### src/rtl/dot_accum_pkg.sv
// Shared types and default widths for the dot-product accumulator.
package dot_accum_pkg;

    typedef enum logic {
        ACC  = 1'b0,
        DONE = 1'b1
    } state_e;

    localparam int DEF_BW  = 16;
    localparam int DEF_LEN = 8;

endpackage

### src/rtl/dot_accum_sat_adder.sv
// Unsigned W-bit adder with carry-out; clamps to all-ones on carry
// when DOT_ACCUM_SAT_EN is defined, otherwise wraps modulo 2^W.
module sat_adder #(
    parameter int W = 32
) (
    input  logic [W-1:0] a_i,
    input  logic [W-1:0] b_i,
    output logic [W-1:0] sum_o,
    output logic         carry_o
);

    logic [W:0] full;

    assign full    = {1'b0, a_i} + {1'b0, b_i};
    assign carry_o = full[W];

`ifdef DOT_ACCUM_SAT_EN
    assign sum_o = full[W] ? {W{1'b1}} : full[W-1:0];
`else
    assign sum_o = full[W-1:0];
`endif

endmodule

### src/rtl/dot_accum.sv
// Sums LEN consecutive products into one result on a valid/ready port.
// Optional saturation of the running sum via DOT_ACCUM_SAT_EN (see sat_adder).
//
// state | meaning
// ACC   | accepting products, building the partial sum
// DONE  | result held on res/res_valid until res_ready
module dot_accum
    import dot_accum_pkg::*;
#(
    parameter int BW    = DEF_BW,
    parameter int LEN   = DEF_LEN,
    parameter int ACC_W = 2*BW + $clog2(LEN)
) (
    input  logic              CLK,
    input  logic              RESETn,
    input  logic              prod_valid,
    input  logic [2*BW-1:0]   prod,
    output logic              prod_ready,
    input  logic              clr,
    output logic              res_valid,
    input  logic              res_ready,
    output logic [ACC_W-1:0]  res,
    output logic              res_ovf
);

    localparam int CNT_W = (LEN > 1) ? $clog2(LEN) : 1;
    localparam logic [CNT_W-1:0] CNT_LAST = CNT_W'(LEN - 1);

    state_e             state_q, state_d;
    logic [CNT_W-1:0]   cnt_q, cnt_d;
    logic [ACC_W-1:0]   acc_q, acc_d;
    logic               ovf_q, ovf_d;
    logic [ACC_W-1:0]   res_q, res_d;
    logic               res_ovf_q, res_ovf_d;

    logic [ACC_W-1:0]   sum;
    logic               carry;
    logic               accept;

    sat_adder #(.W(ACC_W)) u_add (
        .a_i     (acc_q),
        .b_i     (ACC_W'(prod)),
        .sum_o   (sum),
        .carry_o (carry)
    );

    assign accept = prod_valid && (state_q == ACC);

    always_comb begin
        state_d   = state_q;
        cnt_d     = cnt_q;
        acc_d     = acc_q;
        ovf_d     = ovf_q;
        res_d     = res_q;
        res_ovf_d = res_ovf_q;
        case (state_q)
            ACC: begin
                // clr wins over a product arriving in the same cycle
                if (clr) begin
                    acc_d = '0;
                    cnt_d = '0;
                    ovf_d = 1'b0;
                end else if (accept) begin
                    if (cnt_q == CNT_LAST) begin
                        res_d     = sum;
                        res_ovf_d = ovf_q | carry;
                        acc_d     = '0;
                        cnt_d     = '0;
                        ovf_d     = 1'b0;
                        state_d   = DONE;
                    end else begin
                        acc_d = sum;
                        cnt_d = cnt_q + 1'b1;
                        ovf_d = ovf_q | carry;
                    end
                end
            end
            DONE: begin
                if (res_ready) state_d = ACC;
            end
            default: state_d = ACC;
        endcase
    end

    always_ff @(posedge CLK or negedge RESETn) begin
        if (!RESETn) begin
            state_q   <= ACC;
            cnt_q     <= '0;
            acc_q     <= '0;
            ovf_q     <= 1'b0;
            res_q     <= '0;
            res_ovf_q <= 1'b0;
        end else begin
            state_q   <= state_d;
            cnt_q     <= cnt_d;
            acc_q     <= acc_d;
            ovf_q     <= ovf_d;
            res_q     <= res_d;
            res_ovf_q <= res_ovf_d;
        end
    end

    assign prod_ready = (state_q == ACC);
    assign res_valid  = (state_q == DONE);
    assign res        = res_q;
    assign res_ovf    = res_ovf_q;

endmodule

### config.mk
export PLATFORM = sky130hd
export DESIGN_NAME = dot_accum
export DESIGN_NICKNAME = d
export VERILOG_FILES = /design/src/rtl/dot_accum_pkg.sv /design/src/rtl/dot_accum_sat_adder.sv /design/src/rtl/dot_accum.sv
export SDC_FILE = /design/constraint.sdc
export NUM_CORES = 1
export LEC_CHECK = 0
export BUFFER_PORTS_ARGS = -buffer_cell sky130_fd_sc_hd__buf_2
export CAP_MARGIN = 20
export CORE_ASPECT_RATIO = 1.75
export CORE_UTILIZATION = 30
export DETAILED_ROUTE_END_ITERATION = 8
export PLACE_DENSITY_LB_ADDON = 0.25
export SETUP_SLACK_MARGIN = 0.4
export SLEW_MARGIN = 15
export SYNTH_ARGS = -nofsm -noshare
export SYNTH_HDL_FRONTEND = slang
export SYNTH_HIERARCHICAL = 1
export SYNTH_SLANG_ARGS = --single-unit
### constraint.sdc
create_clock -name CLK -period 7.1 [get_ports CLK]
set_input_delay 1.42 -clock CLK [delete_from_list [all_inputs] [get_ports CLK]]
set_output_delay 1.42 -clock CLK [all_outputs]
set_load 0.01 [all_outputs]
* Yosys cells after proc, flatten, opt, wreduce, memory -nomap -nowiden
Cells that the tools add are included.
** Storage, ports and cells
- Output and inout bits :: 38
- Word-level logic and storage cells :: 30
- Register bits :: 76
- Input port bits :: 37
** Operators by class
- Reductions and logical operators :: 4
- Multiplexer cells :: 14
- Add/sub/neg operators :: 2
- Bitwise logic cells :: 3
- Eq/ne operators :: 1
** Operators with widths (number)
- 35-bit 2-to-1 mux :: 3
- 35-bit by 32-bit adder with 36-bit output :: 1
- 3-bit 2-to-1 mux :: 3
- 1-bit 2-to-1 mux :: 7
- 4-bit AND reduction :: 1
- 3-bit by 1-bit adder with 3-bit output (second input constant) :: 1
- 3-bit equality test (second input constant) :: 1
- 1-bit NOT :: 2
- 1-bit case mux with 2 select lines :: 1
- 2-bit AND reduction :: 1
- 2-bit nonzero test :: 1
- 1-bit logical AND :: 1
- 1-bit bitwise OR :: 1

* Longest topological paths before layout
- Depth in word-level cells :: 5
- Depth in mapped cells :: 12
- Gate-level depth less buffers :: 11

* By module
The synthesis kept the hierarchy.
** By module, submodules not included
- dot_accum :: area an instance 3036.7 µm², instances 1, sequential area each 1901.8 µm², cells an instance 255
- sat_adder :: area an instance 2047.0 µm², instances 1, sequential area each 0.0 µm², cells an instance 291

* Least setup slack after synthesis
No wires, ideal clock.
- Kind :: in2reg
- From :: in prod[0]
- To :: reg res_q[30], in the netlist res[30]
- Stages :: 10
- Path buffers :: 0
- Data required time :: 6.975 ns
- Arrival :: 3.765 ns
- Path slack :: 3.210 ns
- Setup time :: 0.125 ns
- Cell sequence :: ha_1 fa_1 a21o_2 a31oi_4 o2bb2ai_2 o211a_1 or4_4 a211oi_2 xnor2_1 mux2_4
** On the way
- Word-level cells in the longest chain between the ends :: 1
** Ends and longest elaborated chain
- start: declaration :: RTL line dot_accum.sv:17 : input logic [2*BW-1:0] prod,
- 35-bit by 32-bit adder with 36-bit output :: RTL line dot_accum_sat_adder.sv:14 : assign full = {1'b0, a_i} + {1'b0, b_i};
- via sum[30] :: RTL line dot_accum.sv:36 : logic [ACC_W-1:0] sum;
- end signal: assignment :: RTL line dot_accum.sv:98 : res_q <= res_d;
- end: declaration :: RTL line dot_accum.sv:33 : logic [ACC_W-1:0] res_q, res_d;
The timed path passes the listed nets, and every way through them passes these cells.
A chain may end at the register's enable or synchronous reset.

* Worst setup path after layout
- From :: in prod[0]
- To :: reg acc_q[34]
** On the way
- Word-level cells in the longest chain between the ends :: 4
** Ends and longest elaborated chain
- 35-bit by 32-bit adder with 36-bit output :: RTL line dot_accum_sat_adder.sv:14
- via sum[34] :: RTL line dot_accum.sv:36
- 35-bit 2-to-1 mux :: RTL line dot_accum.sv:64 : if (cnt_q == CNT_LAST) begin
- 35-bit 2-to-1 mux :: RTL line dot_accum.sv:63 : end else if (accept) begin
- 35-bit 2-to-1 mux :: RTL line dot_accum.sv:59 : if (clr) begin
- end signal: assignment :: RTL line dot_accum.sv:89 : acc_q <= '0;
- end signal: assignment :: RTL line dot_accum.sv:96 : acc_q <= acc_d;
- end: declaration :: RTL line dot_accum.sv:31 : logic [ACC_W-1:0] acc_q, acc_d;
The timed path passes the listed nets, and every way through them passes these cells. The select of a mux whose other input is x is not followed.

==> flow_summary.yaml <==
setup_path:
  startpoint_type: "primary input"
  critical-path-slowest-cell: "or4_4"
  startpoint: "prod[0]"
  crit_fanout: 3
  reg2reg_depth: 11
  endpoint_kind: "register"
  max_stage_delay_ps: 530
  timing.rr.start: "acc_q[0]"
  crit_chain: "buf_2 > ha_1 > fa_1 > a21o_2 > a31oi_4 > o2bb2ai_2 > o211a_1 > or4_4 > a31oi_1 > xnor2_1 > nand2_1 > o21ai_0"
  required_ps: 7360
  rrSetupSlack_ps: 3940
  worstSetupPathType: "primary input to register"
  arrival_ps: 4190
  r2r_end: "acc_q[34]"
finish:
  syn_to_final_growth_pct: 18.2
  design_area_um2: 6010
  final_layout_size_suffix_gt1_share_pct: 23.6
  antenna_cells: 0
  nets: 685
clocking:
  cts_resized: 0
  clkSinkCount: 76
  tritoncts: "yes"
  cts_buffer_depth: 2
  cts_setup_buffers: 0
  clkSlewWorstSetupHoldPaths_ps: 70
  h-tree-depth: 3
  cts-buffers-inserted: 9
  insertion_delay_ps: 350
  clock-root-buffer: "clkbuf_16"
  hold_buffers: 0
drt:
  routedWlPerCell_um: 15.5
  postRouteAntennaNets: 0
  drt_wl_total_um: 13000
  drt-pass1-iter-count: 5
  vias: 4193
  drc_errors: 0
  via_per_inst: 5.00
  drtIter0Drc: 120
yosys:
  synth_seq_cells: 76
  syn_area_um2: 5080
  synth_cell_types: 70
  syn_avg_cell_area_um2: 9.31
  synthCells: 546
  synthFlopType: "dfrtp_1"
  synth_edf_count: 0
  yosysSeqAreaShare_pct: 37.4
  yosys_warnings: 6
  async_reset_ff_share_pct: 100
global_routing:
  gr-total-overflow: 0
  grt_max_degree: 77
  gr-usage-all-layers_pct: 15.7
  grt_pass1_vias: 4455
  antenna_found_initial: 0
  grt_pass1_wl_um: 21500
power:
  p_sw_share_pct: 40.5
  powerDensity_nw_per_um2: 380
  internal-power_w: 0.00136
  p_sw_w: 0.000925
  p_comb_share_pct: 49.7
  ir_worst_vdd_uv: 134
  pwr-share-seq_pct: 25.3
  p_leak_nw: 3.02
  p_clk_share_pct: 25.0
floorplanning:
  start_util_pct: 30.8
  die_y_um: 174
  dieArea_um2: 17500
  coreArea_um2: 16500
  fp-row-count: 62
  die_w_um: 100
  ioPinCount: 75
sta:
  rsz0062_at_grt: "no"
  hold_viol_final: 0
  period_share_pct: 55.4
  slew_headroom_pct: 35.8
  tightestPinTransition_ps: 961
  setup_viol: 0
  report.final.slew_viol_count: 0
  fin_setup_tns_ps: 0
  post-route-min-period_ps: 3940
  finClkSkew_ps: 11.8
  max_freq_ghz: 0.254
placed_design:
  hpwl_um: 9490
  postPlaceCellArea_um2: 5620
  io_buffer_count: 74
  gp_congestion: 0.814
hold_path:
  hp-class: "register to register"
  min_to: "acc_q[4]"
  hp-start: "acc_q[4]"
  holdPathStages: 2
run:
  drv_cap: 0
run_status:
  status: "complete, no violations"
-- cells by family (layout without fill, tap and decap cells) --
kind of cell	count (synthesis)	after routing	share of synthesized area, %
DFF	76	76	37.4
and+or+nand+nor	182	182	16.3
xor gates and xnor gates	28	28	4.82
adders and majority gates	38	38	9.50
buffers and inverters	33	100	3.54
AOI/OAI and AO/OA	152	152	19.1
other	1	3	0.0738
muxes	36	36	9.20
-- cells in the mapped netlist, types with 4 or more instances --
master | number | area, um^2
xnor2_1 | 19 | 166
buf_6 | 4 | 45.0
nand4_1 | 5 | 31.3
nor2_1 | 33 | 124
buf_2 | 10 | 50.1
mux2_4 | 17 | 255
nor3_1 | 5 | 25.0
mux2_2 | 18 | 203
nor2b_1 | 4 | 25.0
inv_1 | 8 | 30.0
xor2_1 | 9 | 78.8
ha_1 | 37 | 463
and3_1 | 4 | 25.0
nand3_1 | 11 | 55.1
nand2_1 | 95 | 357
a21oi_1 | 35 | 175
clkbuf_1 | 9 | 33.8
o21ai_0 | 55 | 275
a21o_1 | 18 | 135
nand2b_1 | 4 | 25.0
dfrtp_1 | 76 | 1900
-- power by group through the flow --
stage	Sequential, W	Combinational (W)	Clock (W)
5_1_grt	0.000590	0.00126	0.000602
4_1_cts	0.000579	0.00113	0.000586
6_report	0.000577	0.00113	0.000571
3_5_place_dp	0.000586	0.00112	0
3_3_place_gp	0.000581	0.00110	0
2_1_floorplan	0.000574	0.000879	0
-- state kept, by name (all words and copies together), names as in the netlist --
signal and cells:
res_ovf 1, res 35, res_valid 1, ovf_q 1
acc_q 35, cnt_q 3
-- metal layers --
metal / part of all wire [%] / vias to the layer above / global-route usage [%]
li1: - / 2068 / -
met1: 37 / 2013 / 15.9
met2: 57 / 91 / 30.4
met3: 2.8 / 21 / 2.13
met4: 3.0 / 0 / 7.67
met5: 0 / - / 0
-- stage by stage --
stage / hold WS [ps] / worst slack, ps / cells / utilization (%) / power, W
final: 486 / 3160 / 839 / 36.4 / 0.00228
after global routing: 519 / 2970 / 839 / 36.4 / 0.00246
after CTS: 492 / 3170 / 838 / 36.2 / 0.00230
after detailed placement: 478 / 2840 / 822 / 34.0 / 0.00171
after global placement: 468 / 2840 / 822 / 34.0 / 0.00168
after floorplan: 456 / 3210 / 548 / - / 0.00145
-- worst max-delay path by stage --
stage,end,slack [ps],depth (start not counted)
after floorplan,res[30],3210,10
after global placement,res[30],2840,11
after detailed placement,acc_q[34],2840,12
after CTS,acc_q[34],3170,12
after global routing,acc_q[31],2970,11
final,acc_q[34],3160,12
-- cell type report --
| cell class | instances | area, um^2 |
|---|---|---|
| clock buffers | 10 | 229 |
| clock inverters | 6 | 136 |
| fillers | 1689 | 10500 |
| inverters | 8 | 30.0 |
| multi-input cells | 439 | 3030 |
| flip-flops and latches | 76 | 1900 |
| well taps | 224 | 280 |
| repair buffers | 76 | 408 |
-- layout by cell type (no fill, tap or decap), types with 3 or more instances in the layout --
cell type  count
a211o_1        3
buf_2         73
ha_1          37
nor3_1         5
a21o_1        18
and3_2         3
nand3_1       11
inv_1          8
nor3b_1        3
bufinv_16      4
conb_1         3
nand2b_1       4
dfrtp_1       76
nor2_1        33
o21a_1         3
nor2b_1        4
xnor2_1       19
mux2_2        18
o21ai_0       55
clkbuf_16      9
nand2_1       95
a31oi_1        3
mux2_4        17
nand4_1        5
and3_1         4
xor2_1         9
a21oi_1       35
-- worst max-delay path: cells and delay by family --
family	cells	cell delay, ps
AO/OA/AOI/OAI	6	1280
XOR/XNOR	1	180
adder cells (fa/ha/maj)	2	610
buffers and inverters	1	100
AND/OR/NAND/NOR	2	600
Note: power is estimated with default switching activity, not from simulation.
